==> src/rtl/matmul_feeder_if.sv <==
// Stream bundle between the matrix feeder and its producer/consumer:
// element beats in, result beats out.
interface matmul_feeder_if #(
  parameter int S = 32
);
  logic         in_valid;
  logic         in_ready;
  logic [S-1:0] in_data;
  logic         out_valid;
  logic         out_ready;
  logic [S-1:0] out_data;
  logic         out_last;

  // slave: the feeder itself; master: whoever streams operands in and results out
  modport slave (
    input  in_valid, in_data, out_ready,
    output in_ready, out_valid, out_data, out_last
  );
  modport master (
    output in_valid, in_data, out_ready,
    input  in_ready, out_valid, out_data, out_last
  );
endinterface

==> src/rtl/matmul_feeder.sv <==
// Collects A and B element beats, launches the matmul engine, waits for its
// result (with timeout) and streams O back out one element per beat.
module matmul_feeder #(
  parameter int S       = 32,
  parameter int H       = 2,
  parameter int C       = 2,
  parameter int W       = 2,
  parameter int TIMEOUT = 1024
) (
  input  logic               clk,
  input  logic               rst,
  matmul_feeder_if.slave     bus,
  output logic               mm_start,
  output logic [H*C*S-1:0]   mm_a,
  output logic [C*W*S-1:0]   mm_b,
  input  logic [H*W*S-1:0]   mm_o,
  input  logic               mm_done,
  output logic               busy,
  output logic               timeout
);
  localparam int NA   = H * C;
  localparam int NB   = C * W;
  localparam int NO   = H * W;
  localparam int NMAX = (NA > NB) ? NA : NB;
  localparam int IW   = (NMAX > 1) ? $clog2(NMAX) : 1;
  localparam int OW   = (NO > 1) ? $clog2(NO) : 1;
  localparam int TW   = $clog2(TIMEOUT + 1);

  localparam logic [2:0] LOAD_A = 3'd0;
  localparam logic [2:0] LOAD_B = 3'd1;
  localparam logic [2:0] START  = 3'd2;
  localparam logic [2:0] WAIT   = 3'd3;
  localparam logic [2:0] UNLOAD = 3'd4;

  logic [2:0]    state_reg;
  logic [IW-1:0] idx_reg;
  logic [OW-1:0] out_idx_reg;
  logic [TW-1:0] wait_cnt_reg;
  logic          timeout_reg;
  logic [S-1:0]  a_reg   [NA];
  logic [S-1:0]  b_reg   [NB];
  logic [S-1:0]  res_reg [NO];

  logic accept, a_wr, b_wr, capture, expire, out_fire;

  // Outputs are masked while rst is held so nothing leaks out mid-reset.
  assign bus.in_ready  = !rst && (state_reg == LOAD_A || state_reg == LOAD_B);
  assign bus.out_valid = !rst && (state_reg == UNLOAD);
  assign bus.out_data  = res_reg[out_idx_reg];
  assign bus.out_last  = bus.out_valid && (out_idx_reg == OW'(NO - 1));
  assign mm_start      = !rst && (state_reg == START);
  assign busy          = !rst && (state_reg != LOAD_A);
  assign timeout       = !rst && timeout_reg;

  assign accept   = bus.in_valid && bus.in_ready;
  assign a_wr     = accept && (state_reg == LOAD_A);
  assign b_wr     = accept && (state_reg == LOAD_B);
  // wait_cnt_reg==0 is the first WAIT cycle, where a stale done level is ignored
  assign capture  = (state_reg == WAIT) && (wait_cnt_reg != '0) && mm_done;
  assign expire   = (state_reg == WAIT) && !capture && (wait_cnt_reg == TW'(TIMEOUT - 1));
  assign out_fire = bus.out_valid && bus.out_ready;

  always_ff @(posedge clk) begin
    if (rst) begin
      state_reg    <= LOAD_A;
      idx_reg      <= '0;
      out_idx_reg  <= '0;
      wait_cnt_reg <= '0;
      timeout_reg  <= 1'b0;
    end else begin
      case (state_reg)
        LOAD_A: if (a_wr) begin
          if (idx_reg == IW'(NA - 1)) begin
            idx_reg   <= '0;
            state_reg <= LOAD_B;
          end else begin
            idx_reg <= idx_reg + IW'(1);
          end
        end
        LOAD_B: if (b_wr) begin
          if (idx_reg == IW'(NB - 1)) begin
            idx_reg   <= '0;
            state_reg <= START;
          end else begin
            idx_reg <= idx_reg + IW'(1);
          end
        end
        START: begin
          wait_cnt_reg <= '0;
          state_reg    <= WAIT;
        end
        WAIT: begin
          if (capture) begin
            state_reg <= UNLOAD;
          end else if (expire) begin
            timeout_reg <= 1'b1;
            state_reg   <= LOAD_A;
          end else begin
            wait_cnt_reg <= wait_cnt_reg + TW'(1);
          end
        end
        UNLOAD: if (out_fire) begin
          if (out_idx_reg == OW'(NO - 1)) begin
            out_idx_reg <= '0;
            state_reg   <= LOAD_A;
          end else begin
            out_idx_reg <= out_idx_reg + OW'(1);
          end
        end
        default: state_reg <= LOAD_A;
      endcase
    end
  end

  // Element k lives in slot k; the packed buses put element 0 in the MSBs.
  genvar gi;
  generate
    for (gi = 0; gi < NA; gi++) begin : g_a
      always_ff @(posedge clk) begin
        if (rst || expire)
          a_reg[gi] <= '0;
        else if (a_wr && idx_reg == IW'(gi))
          a_reg[gi] <= bus.in_data;
      end
      assign mm_a[(NA-1-gi)*S +: S] = a_reg[gi];
    end
    for (gi = 0; gi < NB; gi++) begin : g_b
      always_ff @(posedge clk) begin
        if (rst || expire)
          b_reg[gi] <= '0;
        else if (b_wr && idx_reg == IW'(gi))
          b_reg[gi] <= bus.in_data;
      end
      assign mm_b[(NB-1-gi)*S +: S] = b_reg[gi];
    end
    for (gi = 0; gi < NO; gi++) begin : g_o
      always_ff @(posedge clk) begin
        if (rst)
          res_reg[gi] <= '0;
        else if (capture)
          res_reg[gi] <= mm_o[(NO-1-gi)*S +: S];
      end
    end
  endgenerate
endmodule

==> src/flat_wrapper.sv <==
// flat-port wrapper written by rule: the top's interface ports become plain ports
module matmul_feeder_flat 
#(
  parameter int S       = 32,
  parameter int H       = 2,
  parameter int C       = 2,
  parameter int W       = 2,
  parameter int TIMEOUT = 1024
)
  (clk, rst, mm_start, mm_a, mm_b, mm_o, mm_done, busy, timeout, bus_in_valid, bus_in_data, bus_out_ready, bus_in_ready, bus_out_valid, bus_out_data, bus_out_last);
  matmul_feeder_if #(.S(S)) bus_i ();
  input  logic clk;
  input  logic rst;
  output logic mm_start;
  output logic [H*C*S-1:0] mm_a;
  output logic [C*W*S-1:0] mm_b;
  input  logic [H*W*S-1:0] mm_o;
  input  logic mm_done;
  output logic busy;
  output logic timeout;
  input wire logic [$bits(bus_i.in_valid)-1:0] bus_in_valid;
  input wire logic [$bits(bus_i.in_data)-1:0] bus_in_data;
  input wire logic [$bits(bus_i.out_ready)-1:0] bus_out_ready;
  output wire logic [$bits(bus_i.in_ready)-1:0] bus_in_ready;
  output wire logic [$bits(bus_i.out_valid)-1:0] bus_out_valid;
  output wire logic [$bits(bus_i.out_data)-1:0] bus_out_data;
  output wire logic [$bits(bus_i.out_last)-1:0] bus_out_last;
  assign bus_i.in_valid = bus_in_valid;
  assign bus_i.in_data = bus_in_data;
  assign bus_i.out_ready = bus_out_ready;
  assign bus_in_ready = bus_i.in_ready;
  assign bus_out_valid = bus_i.out_valid;
  assign bus_out_data = bus_i.out_data;
  assign bus_out_last = bus_i.out_last;
  matmul_feeder #(.S(S), .H(H), .C(C), .W(W), .TIMEOUT(TIMEOUT)) u_core (.clk(clk), .rst(rst), .bus(bus_i), .mm_start(mm_start), .mm_a(mm_a), .mm_b(mm_b), .mm_o(mm_o), .mm_done(mm_done), .busy(busy), .timeout(timeout));
endmodule
==> config.mk <==
export PLATFORM = sky130hd
export DESIGN_NAME = matmul_feeder_flat
export DESIGN_NICKNAME = d
export VERILOG_FILES = /design/src/rtl/matmul_feeder_if.sv /design/src/rtl/matmul_feeder.sv /design/src/flat_wrapper.sv
export SDC_FILE = /design/constraint.sdc
export NUM_CORES = 1
export LEC_CHECK = 0
export ABC_AREA = 0
export BUFFER_PORTS_ARGS = -buffer_cell sky130_fd_sc_hd__buf_2
export CORE_ASPECT_RATIO = 1.5
export CORE_MARGIN = 2
export CORE_UTILIZATION = 45
export CTS_CLUSTER_SIZE = 24
export DETAILED_ROUTE_END_ITERATION = 10
export PLACE_DENSITY = 0.73
export SYNTH_ARGS = -nofsm -noshare
export SYNTH_HDL_FRONTEND = slang
export SYNTH_SLANG_ARGS = --single-unit
==> constraint.sdc <==
create_clock -name clk -period 2.8 [get_ports clk]
set_input_delay 0.28 -clock clk [delete_from_list [all_inputs] [get_ports clk]]
set_output_delay 0.28 -clock clk [all_outputs]
set_load 0.03 [all_outputs]
* Word-level counts from Yosys, hierarchy flattened
Memories as Yosys holds them, arrays and structs flattened. A register that Yosys moved wholly into a read port is not among the register bits.
Cells that the tools add are included.
** Cells by class
- Add/sub/neg operators :: 3
- Equality and inequality tests :: 18
- Muxes and demuxes :: 62
- Bitwise gates (word level) :: 13
- Reduce and logical (&&, ||, !) cells :: 37
** Operators by type and width (number)
- 32-bit 2-to-1 mux :: 12
- 1-bit 2-to-1 mux :: 31
- 3-bit 2-to-1 mux :: 8
- 1-bit logical AND :: 22
- 11-bit 2-to-1 mux :: 2
- 11-bit case mux with 2 select lines :: 1
- 3-bit case mux with 5 select lines :: 1
- 2-bit 2-to-1 mux :: 6
- 1-bit OR :: 12
- 11-bit by 1-bit adder with 11-bit output (second input constant) :: 1
- 11-bit by 10-bit == test with 1-bit output (second input constant) :: 1
- 11-bit nonzero test :: 1
- 2-bit inequality test (second input constant) :: 5
- 3-bit AND reduction :: 3
- 7-bit AND reduction :: 1
- 2-bit == test (second input constant) :: 3
- 3-bit by 2-bit == test with 1-bit output (second input constant) :: 2
- 2-bit by 1-bit inequality test with 1-bit output (second input constant) :: 3
- 2-bit by 1-bit adder with 2-bit output (second input constant) :: 2
- 2-bit case mux with 2 select lines :: 1
- 2-bit nonzero test :: 2
- 3-bit by 1-bit == test with 1-bit output (second input constant) :: 1
- 3-bit == test (second input constant) :: 1
- 3-bit logical NOT :: 1
- other kinds (8) :: 10
** Storage, ports and cells
- Bits in registers :: 19
- Memory bits (writable) :: 384
- Input port bits :: 165
- Memories :: 3
** Memory list
- u_core.a_reg :: depth 4, bits a word 32, read ports 4, clocked after memory_dff 0, write ports 4, RTL line matmul_feeder.sv:40 : logic [S-1:0] a_reg [NA];
- u_core.b_reg :: depth 4, bits a word 32, read ports 4, clocked after memory_dff 0, write ports 4, RTL line matmul_feeder.sv:41 : logic [S-1:0] b_reg [NB];
- u_core.res_reg :: depth 4, bits a word 32, read ports 1, clocked after memory_dff 1, write ports 4, RTL line matmul_feeder.sv:42 : logic [S-1:0] res_reg [NO];

* Depth between registers and ports, before layout
- Word-level depth :: 10
- Depth in mapped cells :: 9
- Mapped depth without buffers :: 7

* Worst setup path after synthesis
No wires, ideal clock.
- Path type :: flip-flop to flip-flop
- Start :: register u_core.wait_cnt_reg[0]
- End :: memory u_core.res_reg[0][0] (enable)
- Setup time :: 0.433 ns
- Data arrival time :: 2.502 ns
- Path slack :: -0.135 ns
- Cell stages (with the launch flop) :: 6
- Buffers on the path :: 0
- Clock period less this slack :: 2.935 ns
- Path through :: dfxtp_1 -> inv_1 -> ha_1 -> or4b_1 -> o31a_1 -> or2_2
** RTL lines
- from (decl) :: RTL line matmul_feeder.sv:38 : logic [TW-1:0] wait_cnt_reg;
- from (signal assigned) :: RTL line matmul_feeder.sv:99 : wait_cnt_reg <= wait_cnt_reg + TW'(1);
- to (decl) :: RTL line matmul_feeder.sv:42

* Worst setup path after layout
- Start :: register u_core.wait_cnt_reg[0]
- End :: register u_core.wait_cnt_reg[3]
** On the way
- Cells in the longest elaborated chain, start to end :: 8
- Elaborated cells on any way between the ends :: 14
- Those cells by class :: add/sub: 1; eq/ne: 3; mux: 3; reduce/logical: 7
** RTL lines
- branches (longest 8 deep; another with 11-bit by 1-bit adder with 11-bit output)
Several ways; the timed one is not identified. The select of a mux whose other input is x is not followed.
A chain may end at the register's enable or synchronous reset.

==> impl_metrics.json <==
{
  "p_leak_uw": 0.00924,
  "fin_worst_skew_ps": 15.0,
  "antenna_found_initial": 1,
  "finalSetupViolations": 0,
  "avgSynthCellArea_sq_um": 15.7,
  "startpoint_type": "flop",
  "critical_path_buf_inv_count": 2,
  "outcome": "finished, final reports clean",
  "synth_top_cell_by_area": "edfxtp_1",
  "max_slew_margin_pct": 29.5,
  "fin_area_sq_um": 20300,
  "path_clk_slew_ps": 60,
  "finalPower_uw": 12900,
  "gr-total-overflow": 0,
  "syn_area_sq_um": 16100,
  "ir_drop_uv": 519,
  "synth.area.top_cells": "edfxtp_1 (71%), and3_1 (9.9%), and2_1 (5.0%)",
  "clock_latency_ps": 540,
  "wl_met3_microns": 3740,
  "clkPwrFrac_pct": 37.4,
  "core_area_sq_um": 35600,
  "swShare_pct": 24.0,
  "start_util_pct": 45.3,
  "dpl-instance-area_sq_um": 19200,
  "cp.arrival_ps": 3120,
  "rows": 85,
  "worstPathCellList": "inv_1 > ha_1 > or4b_1 > o31a_1 > a2111o_1 > buf_4 > or3_1 > a21oi_1",
  "die_w_microns": 159,
  "place.gp.congestion": 0.808,
  "synth.distinct_cells": 35,
  "max_stage_delay_ps": 530,
  "grt_pass1_vias": 10208,
  "die_area_sq_um": 37400,
  "required_ps": 3250,
  "finalMaxSlewViolations": 0,
  "io_buffers": 458,
  "hpwl_microns": 28100,
  "drt-total-wl_microns": 41000,
  "synth_nets": 1199,
  "cp_max_fo": 13,
  "ant_nets": 0,
  "cp-end-kind": "flop",
  "finalCriticalPeriod_ps": 2670,
  "syn2layout_area_growth_pct": 25.8,
  "worstSetupPathType": "reg -> reg",
  "rsz0062_at_grt": "no",
  "highest_layer": "met4",
  "fmax_ghz": 0.375,
  "num-nets-final": 1644,
  "seq_area_frac_synth_pct": 74.1,
  "drive_above_1_share_pct": 39.7,
  "crit_family": "compound AO/OA/AOI/OAI gates",
  "fin_cells": 1977,
  "setup_tns_ps": 0,
  "track_usage_pct": 21.4,
  "routed_via_density": 5.24,
  "dpl.cell_count": 1909,
  "grt_start_max_net_pins": 129,
  "routedWlPerCell_microns": 20.8,
  "layout_commonest_cell": "buf_2",
  "first_iter_violations": 724,
  "powerDensity_nw_per_um2": 635,
  "tightest_slew_ps": 1060,
  "hold_class": "in -> reg",
  "cts_sinks": 405,
  "first_pass_iters": 5,
  "wl_met2_microns": 21000,
  "ys_seq_elements": 405,
  "pwr-share-seq_pct": 53.7,
  "cpMaxStageDelayCell": "a2111o_1",
  "synth_warnings": 0,
  "num-fill-cells": 2776,
  "most-common-layout-cells": "buf_2 (458), edfxtp_1 (384), and3_1 (256)",
  "final.period_utilization_pct": 95.2,
  "die_h_microns": 236,
  "grt_pass1_wl_microns": 59700,
  "p_switching_uw": 3090,
  "pin_count": 459,
  "route.vias.total": 10368,
  "clk_path_buf_depth": 3,
  "cts_tree": "done",
  "p_int_uw": 9800,
  "synth_cells": 1027,
  "clockRootBuffer": "clkbuf_16",
  "drc": 0,
  "numCtsBuffers": 37,
  "maxCapViolCount": 0,
  "comb_power_share_pct": 8.8,
  "finalHoldViolCount": 0,
  "htree_levels": 2,
  "m1WireLength_microns": 14600,
  "synth_top_area_share_pct": 71.5
}
==> cell type report <==
| cell class | count | area (sq um) | share of cell area (%) |
|---|---|---|---|
| flip-flops and latches | 405 | 12000 | 58.9 |
| inverters | 8 | 30.0 | 0.148 |
| clock inverters | 22 | 180 | 0.887 |
| repair buffers | 492 | 2720 | 13.4 |
| multi-input cells | 528 | 3870 | 19.1 |
| clock buffers | 43 | 948 | 4.67 |
| diodes | 1 | 2.50 | 0.0123 |
| well taps | 478 | 598 | 2.95 |
==> layer usage <==
metal	GRT usage [%]	up-vias
met2	37.4	549
met5	0	-
met1	24.5	4947
met4	9.31	0
li1	-	4770
met3	5.33	102
==> metrics by stage <==
step / hold WS (ps) / utilization, % / worst slack, ps
after CTS: 0.0310 / 57.0 / 157
after floorplan: 432 / - / 281
final: 24.4 / 57.0 / 134
after global routing: 12.4 / 57.0 / 33.7
after global placement: 444 / 53.8 / 277
after detailed placement: 455 / 53.8 / 170
==> path summary, 6_finish.rpt <==
path / from / endpoint / slack [ps] / cells after the start
max reg2reg: u_core.wait_cnt_reg[0] / u_core.wait_cnt_reg[3] / 130 / 8
min: mm_o[38] / u_core.res_reg[2][6] / 20 / 2
min reg2reg: u_core.timeout_reg / u_core.timeout_reg / 470 / 2
max: u_core.wait_cnt_reg[0] / u_core.wait_cnt_reg[3] / 130 / 8
==> power by group through the flow <==
stage	logic [uW]	registers [uW]	clock network, uW
after floorplan	266	7400	0
after global placement	1130	7050	0
after detailed placement	1140	7060	0
after CTS	1140	6930	4910
after global routing	1200	6950	5100
final	1140	6930	4830
==> Yosys cell counts <==
| cell | n |
|---|---|
| a2111o_1 | 1 |
| a211o_1 | 8 |
| a21o_1 | 1 |
| a21oi_1 | 17 |
| and2_1 | 130 |
| and3_1 | 256 |
| and4b_1 | 1 |
| buf_1 | 7 |
| buf_2 | 1 |
| clkbuf_1 | 78 |
| dfxtp_1 | 21 |
| edfxtp_1 | 384 |
| ha_1 | 7 |
| inv_1 | 8 |
| mux2i_1 | 1 |
| mux4_2 | 32 |
| nand2_1 | 12 |
| nand3_1 | 3 |
| nand4_1 | 2 |
| nor2_1 | 15 |
| nor2b_1 | 1 |
| nor3_1 | 2 |
| nor3b_1 | 1 |
| nor4_1 | 4 |
| o211a_1 | 1 |
| o21ai_0 | 7 |
| o31a_1 | 1 |
| o31ai_1 | 4 |
| o32ai_1 | 2 |
| or2_2 | 4 |
| or3_1 | 7 |
| or4_1 | 5 |
| or4b_1 | 1 |
| or4bb_1 | 1 |
| xnor2_1 | 1 |
==> cell families (layout without fill, tap and decap cells) <==
| group | Yosys count | after routing | share of synthesized area, % |
|---|---|---|---|
| fa+ha+maj | 7 | 7 | 0.543 |
| simple gates | 445 | 445 | 16.9 |
| other cells | 0 | 1 | 0 |
| buf+inv | 94 | 565 | 2.19 |
| xor+xnor | 1 | 1 | 0.0543 |
| compound gates | 42 | 42 | 1.71 |
| mux | 33 | 33 | 4.53 |
| flops | 405 | 405 | 74.1 |
==> repair_timing <==
item	in CTS	in global routing
hold buffers	2	0
buffers inserted	0	0
endpoints found under the setup margin	0	0
resized for setup	0	0
hold endpoints to repair	2	0
Note: power is estimated with default switching activity, not from simulation.
